**config.mk**
```make
export PLATFORM = sky130hd
export DESIGN_NAME = seq_pair_gen_flat
export DESIGN_NICKNAME = d
export VERILOG_FILES = /design/src/rtl/seq_pair_gen_pkg.sv /design/src/rtl/seq_pair_gen_if.sv /design/src/rtl/seq_pair_gen_expect.sv /design/src/rtl/seq_pair_gen.sv /design/src/flat_wrapper.sv
export SDC_FILE = /design/constraint.sdc
export NUM_CORES = 1
export LEC_CHECK = 0
export ABC_CLOCK_PERIOD_IN_PS = 2900
export BUFFER_PORTS_ARGS = -buffer_cell sky130_fd_sc_hd__buf_4
export CORE_AREA = 2 2 72 74
export DETAILED_ROUTE_END_ITERATION = 7
export DIE_AREA = 0 0 74 76
export HOLD_SLACK_MARGIN = 0.03
export PLACE_DENSITY = 0.68
export RECOVER_POWER = 50
export SLEW_MARGIN = 25
export SYNTH_ARGS = -nofsm -noshare
export SYNTH_HDL_FRONTEND = slang
export SYNTH_SLANG_ARGS = --single-unit
```
**constraint.sdc**
```tcl
create_clock -name clk -period 2.9 [get_ports clk]
set_input_delay 0.435 -clock clk [delete_from_list [all_inputs] [get_ports clk]]
set_output_delay 0.435 -clock clk [all_outputs]
set_load 0.1 [all_outputs]
```
**src/rtl/seq_pair_gen_pkg.sv**
```systemverilog
// Shared types and constants for the seq_pair_gen serial pattern transmitter.
package seq_pair_pkg;

    typedef enum logic [1:0] {
        IDLE,
        SEND,
        PAUSE
    } state_t;

    localparam logic [4:0] PATTERN   = 5'b01110;
    localparam int         EXP_CNT_W = 8;

    function automatic int idx_width(input int npair);
        return (npair > 1) ? $clog2(npair) : 1;
    endfunction

endpackage

```
**src/rtl/seq_pair_gen_if.sv**
```systemverilog
// Control/pattern/pair bus between a stimulus controller (master) and seq_pair_gen (slave).
interface seq_pair_gen_if #(
    parameter int SEQ_WIDTH = 24
);
    import seq_pair_pkg::*;

    localparam int IDX_W = idx_width(SEQ_WIDTH / 2);

    logic                 load;
    logic [SEQ_WIDTH-1:0] seq_in;
    logic                 start;
    logic                 hold;
    logic                 loop;
    logic                 A;
    logic                 B;
    logic                 valid;
    logic                 busy;
    logic                 done;
    logic [IDX_W-1:0]     pair_idx;
    logic [EXP_CNT_W-1:0] exp_cnt;

    modport master (
        output load, seq_in, start, hold, loop,
        input  A, B, valid, busy, done, pair_idx, exp_cnt
    );

    modport slave (
        input  load, seq_in, start, hold, loop,
        output A, B, valid, busy, done, pair_idx, exp_cnt
    );

endinterface

```
**src/rtl/seq_pair_gen_expect.sv**
```systemverilog
// Golden 01110 counter over the emitted A-then-B serial stream.
// Only built when SEQ_PAIR_GEN_EXPECT_EN is defined.
`ifdef SEQ_PAIR_GEN_EXPECT_EN
module seq_pair_expect
    import seq_pair_pkg::*;
(
    input  logic                 clk,
    input  logic                 clr,
    input  logic                 restart,
    input  logic                 valid,
    input  logic                 a,
    input  logic                 b,
    output logic [EXP_CNT_W-1:0] exp_cnt
);

    logic [3:0] hist;
    logic       hit;

    // Window ending at A, then window ending at B; both cannot match in one cycle.
    assign hit = ({hist, a} == PATTERN) || ({hist[2:0], a, b} == PATTERN);

    always_ff @(posedge clk or posedge clr) begin
        if (clr) begin
            hist    <= '0;
            exp_cnt <= '0;
        end else if (restart) begin
            hist    <= '0;
            exp_cnt <= '0;
        end else if (valid) begin
            hist <= {hist[1:0], a, b};
            if (hit && (exp_cnt != '1))
                exp_cnt <= exp_cnt + 1'b1;
        end
    end

endmodule
`endif

```
**src/rtl/seq_pair_gen.sv**
```systemverilog
// Serial test-pattern transmitter: plays a loaded word two bits per clock, MSB pair first.
// Optional golden 01110 counter enabled by SEQ_PAIR_GEN_EXPECT_EN.
module seq_pair_gen
    import seq_pair_pkg::*;
#(
    parameter int SEQ_WIDTH = 24
) (
    input  logic          clk,
    input  logic          clr,
    seq_pair_gen_if.slave bus
);

    localparam int               NPAIR   = SEQ_WIDTH / 2;
    localparam int               IDX_W   = idx_width(NPAIR);
    localparam logic [IDX_W-1:0] TOP_IDX = IDX_W'(NPAIR - 1);

    state_t               state;
    logic [SEQ_WIDTH-1:0] pattern;
    logic                 a_q, b_q, valid_q, busy_q, done_q;
    logic [IDX_W-1:0]     idx_q;
    logic [IDX_W-1:0]     next_idx;
    logic [1:0]           next_pair, top_pair, head_pair;

    assign next_idx  = idx_q - IDX_W'(1);
    assign next_pair = pattern[{next_idx, 1'b0} +: 2];
    assign top_pair  = pattern[SEQ_WIDTH-1 -: 2];
    // First pair bypasses the register when load and start coincide.
    assign head_pair = bus.load ? bus.seq_in[SEQ_WIDTH-1 -: 2] : top_pair;

    always_ff @(posedge clk or posedge clr) begin
        if (clr) begin
            state   <= IDLE;
            pattern <= '0;
            a_q     <= 1'b0;
            b_q     <= 1'b0;
            valid_q <= 1'b0;
            busy_q  <= 1'b0;
            done_q  <= 1'b0;
            idx_q   <= '0;
        end else begin
            done_q <= 1'b0;
            case (state)
                IDLE: begin
                    if (bus.load)
                        pattern <= bus.seq_in;
                    if (bus.start) begin
                        state      <= SEND;
                        idx_q      <= TOP_IDX;
                        {a_q, b_q} <= head_pair;
                        valid_q    <= 1'b1;
                        busy_q     <= 1'b1;
                    end
                end
                // PAUSE with hold released advances exactly like SEND.
                SEND, PAUSE: begin
                    if (bus.hold) begin
                        state   <= PAUSE;
                        valid_q <= 1'b0;
                    end else if (idx_q != '0) begin
                        state      <= SEND;
                        idx_q      <= next_idx;
                        {a_q, b_q} <= next_pair;
                        valid_q    <= 1'b1;
                    end else if (bus.loop) begin
                        state      <= SEND;
                        idx_q      <= TOP_IDX;
                        {a_q, b_q} <= top_pair;
                        valid_q    <= 1'b1;
                    end else begin
                        state   <= IDLE;
                        valid_q <= 1'b0;
                        busy_q  <= 1'b0;
                        done_q  <= 1'b1;
                    end
                end
                default: state <= IDLE;
            endcase
        end
    end

    assign bus.A        = a_q;
    assign bus.B        = b_q;
    assign bus.valid    = valid_q;
    assign bus.busy     = busy_q;
    assign bus.done     = done_q;
    assign bus.pair_idx = idx_q;

`ifdef SEQ_PAIR_GEN_EXPECT_EN
    logic restart;
    assign restart = (state == IDLE) && bus.start;

    seq_pair_expect u_expect (
        .clk     (clk),
        .clr     (clr),
        .restart (restart),
        .valid   (valid_q),
        .a       (a_q),
        .b       (b_q),
        .exp_cnt (bus.exp_cnt)
    );
`else
    assign bus.exp_cnt = '0;
`endif

endmodule

```
**src/flat_wrapper.sv**
```systemverilog
// flat-port wrapper written by rule: the top's interface ports become plain ports
module seq_pair_gen_flat import seq_pair_pkg::*;
#(
    parameter int SEQ_WIDTH = 24
)
  (clk, clr, bus_load, bus_seq_in, bus_start, bus_hold, bus_loop, bus_A, bus_B, bus_valid, bus_busy, bus_done, bus_pair_idx, bus_exp_cnt);
  seq_pair_gen_if #(.SEQ_WIDTH(SEQ_WIDTH)) bus_i ();
  input  logic clk;
  input  logic clr;
  input wire logic [$bits(bus_i.load)-1:0] bus_load;
  input wire logic [$bits(bus_i.seq_in)-1:0] bus_seq_in;
  input wire logic [$bits(bus_i.start)-1:0] bus_start;
  input wire logic [$bits(bus_i.hold)-1:0] bus_hold;
  input wire logic [$bits(bus_i.loop)-1:0] bus_loop;
  output wire logic [$bits(bus_i.A)-1:0] bus_A;
  output wire logic [$bits(bus_i.B)-1:0] bus_B;
  output wire logic [$bits(bus_i.valid)-1:0] bus_valid;
  output wire logic [$bits(bus_i.busy)-1:0] bus_busy;
  output wire logic [$bits(bus_i.done)-1:0] bus_done;
  output wire logic [$bits(bus_i.pair_idx)-1:0] bus_pair_idx;
  output wire logic [$bits(bus_i.exp_cnt)-1:0] bus_exp_cnt;
  assign bus_i.load = bus_load;
  assign bus_i.seq_in = bus_seq_in;
  assign bus_i.start = bus_start;
  assign bus_i.hold = bus_hold;
  assign bus_i.loop = bus_loop;
  assign bus_A = bus_i.A;
  assign bus_B = bus_i.B;
  assign bus_valid = bus_i.valid;
  assign bus_busy = bus_i.busy;
  assign bus_done = bus_i.done;
  assign bus_pair_idx = bus_i.pair_idx;
  assign bus_exp_cnt = bus_i.exp_cnt;
  seq_pair_gen #(.SEQ_WIDTH(SEQ_WIDTH)) u_core (.clk(clk), .clr(clr), .bus(bus_i));
endmodule
```
* Yosys cells after proc, flatten, opt, wreduce, memory -nomap -nowiden
Index checks and enable logic that the tools add are counted.
Word-level totals: output and inout bits 17, register bits 35
Cells by class: add/sub/neg operators 1, multiplexer cells 34, equality and inequality tests 7, shift operators 1, reductions and logical operators 8
Operators with widths (count):
- $shiftx 24x6->2 | 1
- $mux 1 | 20
- $mux 4 | 4
- $mux 2 | 4
- $ne 2x2->1 const B | 4
- $pmux 1 s2 | 4
- $pmux 4 s2 | 1
- $reduce_and 5->1 | 1
- $pmux 2 s2 | 1
- $reduce_and 2->1 | 2
- $reduce_and 4->1 | 1
- $reduce_bool 4->1 | 1
- $sub 4x1->4 const B | 1
- $ne 3x2->1 const B | 1
- $eq 2x1->1 const B | 1
- $eq 2x2->1 const B | 1
- $logic_not 2->1 | 1
- $reduce_bool 2->1 | 1
- $reduce_or 2->1 | 1

* Longest topological paths before layout
depth after elaboration 5, mapped depth 10

* Least setup slack after synthesis
No wires, ideal clock.
path type reg2reg, start point register u_core.idx_q[0], in the netlist u_core.bus.pair_idx[0], end point register u_core.a_q, in the netlist u_core.bus.A, data arrival time 2669 ps, setup time 126 ps, stages on the path, launching flop included 9, period minus slack after synthesis 2795 ps, required time 2774 ps, path slack 105 ps, cells stage by stage dfrtp_1 > buf_2 > inv_1 > ha_1 > buf_6 > mux4_2 > inv_1 > o22ai_1 > a221o_1
Between the ends: longest elaborated chain between the ends 5
Ends and longest elaborated chain:
- start, declared | RTL line seq_pair_gen.sv:20 | logic [IDX_W-1:0] idx_q;
- start signal, assigned | RTL line seq_pair_gen.sv:61 | idx_q <= next_idx;
- $sub 4x1->4 | RTL line seq_pair_gen.sv:24 | assign next_idx = idx_q - IDX_W'(1);
- $shiftx 24x6->2 | RTL line seq_pair_gen.sv:25 | assign next_pair = pattern[{next_idx, 1'b0} +: 2];
- $mux 1 | RTL line seq_pair_gen.sv:59 | end else if (idx_q != '0) begin
- $mux 1 | RTL line seq_pair_gen.sv:56 | if (bus.hold) begin
- $pmux 1 s2 | RTL line seq_pair_gen.sv:42 | case (state)
- end signal, assigned | RTL line seq_pair_gen.sv:49 | {a_q, b_q} <= head_pair;
- end signal, assigned | RTL line seq_pair_gen.sv:62 | {a_q, b_q} <= next_pair;
- end signal, assigned | RTL line seq_pair_gen.sv:67 | {a_q, b_q} <= top_pair;
- end, declared | RTL line seq_pair_gen.sv:19 | logic a_q, b_q, valid_q, busy_q, done_q;
Several ways; a longest one is shown, not always the timed one. The select of a mux whose other input is x is not followed. A chain may end at the register's enable or synchronous reset.

* Worst setup path after layout
Ends and elaborated chain as after synthesis.

==> flow_summary.json <==
{
  "htreeDepth": 2,
  "grt_pass1_wl_microns": 6150,
  "clk_pin_slew_worst_paths_ns": 0.08,
  "synth_area_sq_um": 1870,
  "io_buffers": 38,
  "numCtsBuffers": 5,
  "synth_top_area_share": 0.468,
  "holdPathStages": 2,
  "tns_ns": 0,
  "ys_seq_area_frac": 0.468,
  "fin_crit_sh": 0.885,
  "drive_above_1_share": 0.394,
  "ys_ff_latch": 35,
  "wl_met2_microns": 1610,
  "finalHoldViolCount": 0,
  "crit_path_top_delay_cell": "ha_1",
  "die-area_sq_um": 5620,
  "min_from": "bus_loop",
  "crit_path_max_fanout": 10,
  "via_count": 1283,
  "holdBufCountCts": 0,
  "synth_cells": 159,
  "wl_met3_microns": 231,
  "finClkSkew_ns": 0.00980,
  "ios": 47,
  "failed_checks": "max-capacitance violations, max-slew violations",
  "end_kind": "flop",
  "wl_per_cell_microns": 13.4,
  "critPathMaxStageDelay_ns": 0.63,
  "max_slew_margin": -0.291,
  "crit_type": "reg -> reg",
  "postCtsSetupBuffers": 0,
  "clock_sinks": 35,
  "cts_tree": "yes",
  "synth_most_common_cell": "dfrtp_1",
  "timing.rr.start": "u_core.bus.pair_idx[0]$_DFFE_PP0P_",
  "ant_nets": 0,
  "syn_avg_cell_area_sq_um": 11.8,
  "grt_usage": 0.141,
  "power_density_nw_per_um2": 1210,
  "rr_worst_depth": 6,
  "drc_errors": 0,
  "status": "complete, but fails checks",
  "yosys.area.top_type": "dfrtp_1",
  "final-setup-viol-count": 0,
  "die_h_microns": 76,
  "pre_cts_slack_ns": 0.384,
  "maxSlewViolCount": 36,
  "rsz0062_at_grt": "false",
  "setup_ws_ns": 0.335,
  "met1_length_microns": 1690,
  "grt_overflow": 0,
  "power.static_leakage_nw": 1.02,
  "critPathArrivalTime_ns": 2.75,
  "worstPathRequired_ns": 3.08,
  "floorplan.initialDensity": 0.381,
  "fp-row-count": 26,
  "clockBufferDepth": 2,
  "cts_resized": 0,
  "drv_cap": 1,
  "n_antenna_cell": 0,
  "wl_microns": 3580,
  "grt_pass1_vias": 1277,
  "gp_congestion": 0.786,
  "reg2reg_slack_ns": 0.33,
  "start_kind": "flop",
  "clock.fmax_mhz": 390,
  "crit_chain": "inv_1 > ha_1 > mux4_2 > o21ai_1 > o31ai_1 > a221o_1",
  "synth_warnings": 0,
  "drt-initial-drc-count": 113,
  "top_layer_used": "met4",
  "coreArea_sq_um": 4910,
  "worst_pin_slew_ns": 1.94,
  "hp-class": "in -> reg",
  "hpwlAfterDp_microns": 2570,
  "drtPass1Iterations": 4,
  "synthArstFlopShare": 1.00,
  "synth_common_cells": "dfrtp_1 (35), mux2_2 (24), nand2_1 (13)",
  "die_width_microns": 74,
  "ir_worst_vdd_v": 0.000574,
  "r2r-end": "u_core.bus.A$_DFFE_PP0P_",
  "synth_area_leaders": "dfrtp_1 (47%), mux2_2 (14%), mux4_2 (4.8%)",
  "antenna_found_initial": 0,
  "fin_nets": 230,
  "syn_to_final_growth_pct": 22.7,
  "ctsRootBufferMaster": "clkbuf_8",
  "whs_endpoint": "u_core.bus.done$_DFF_PP0_",
  "clock_latency_ns": 0.29,
  "ys_types": 35,
  "synth_edf_count": 0,
  "grt_max_degree": 36,
  "finalCriticalPeriod_ns": 2.57,
  "vias_per_cell": 4.79,
  "ys.flop_type": "dfrtp_1"
}
-- worst max path at each step --
stage                                                  start  cells past startpoint                        to
after floorplan           u_core.bus.pair_idx[0]$_DFFE_PP0P_                      8  u_core.bus.A$_DFFE_PP0P_
after global placement    u_core.bus.pair_idx[0]$_DFFE_PP0P_                      6  u_core.bus.A$_DFFE_PP0P_
after detailed placement  u_core.bus.pair_idx[0]$_DFFE_PP0P_                      6  u_core.bus.B$_DFFE_PP0P_
after CTS                 u_core.bus.pair_idx[0]$_DFFE_PP0P_                      6  u_core.bus.A$_DFFE_PP0P_
after global routing      u_core.bus.pair_idx[0]$_DFFE_PP0P_                      6  u_core.bus.A$_DFFE_PP0P_
final                     u_core.bus.pair_idx[0]$_DFFE_PP0P_                      6  u_core.bus.A$_DFFE_PP0P_
-- critical path, delay by kind of cell (launching register included) --
kind | cells | cell delay [ns]
adder cells (fa/ha/maj) | 1 | 0.63
flip-flops | 1 | 0.57
multiplexers | 1 | 0.57
AO/OA/AOI/OAI | 3 | 0.51
buffers and inverters | 1 | 0.16
-- registers in the layout (all words and copies together) (netlist names) --
name,count
u_core.bus.busy,1
u_core.bus.done,1
u_core.bus.A,1
u_core.bus.B,1
u_core.pattern,24
u_core.state,2
u_core.bus.valid,1
u_core.bus.pair_idx,4
-- cell type report --
class                           instances  area [sq um]
Tap cell                               70          87.6
Sequential cell                        35           876
Multi-Input combinational cell        108           883
Fill cell                             466          2620
Clock inverter                          3          67.6
Inverter                                7          26.3
Timing Repair Buffer                   40           285
Clock buffer                            5          68.8
-- layout by cell type, fill, tap and decap left out, drive strengths merged, types with 3 or more instances in the layout --
cell type,instances
buf,35
dfrtp,35
mux2,24
nand2,13
o21ai,10
clkbuf,10
conb,8
inv,7
mux2i,6
nor2,5
or3,4
mux4,4
nor3,4
nand3,3
o31ai,3
ha,3
-- through the flow --
stage | instance area, sq um | utilization | hold slack [ns] | instances | power, mW
6_report | 2290 | 0.467 | 0.361 | 268 | 2.77
3_3_place_gp | 2170 | 0.442 | 0.467 | 260 | 2.23
5_1_grt | 2290 | 0.467 | 0.350 | 268 | 2.95
3_5_place_dp | 2170 | 0.442 | 0.472 | 260 | 2.26
2_1_floorplan | 1900 | - | 0.474 | 166 | 2.02
4_1_cts | 2310 | 0.470 | 0.258 | 268 | 2.80
-- where the power goes --
part	internal [mW]	switching [mW]
Clock	0.343	0.185
Combinational	0.573	0.782
Sequential	0.717	0.171
-- logic make-up after synthesis --
group | Yosys count | synth area share
adders and majority gates | 3 | 0.0201
AOI/OAI and AO/OA | 25 | 0.0883
and+or+nand+nor | 36 | 0.104
xor gates and xnor gates | 2 | 0.0194
DFF | 35 | 0.468
muxes | 34 | 0.225
buffers and inverters | 23 | 0.0736
other | 1 | 0.00200
-- metal layers --
metal  GRT usage  up-vias
li1            -      628
met3      0.0476        6
met2       0.197       43
met5           0        -
met4      0.0436        0
met1       0.207      606
(Power assumes the default switching activity.)
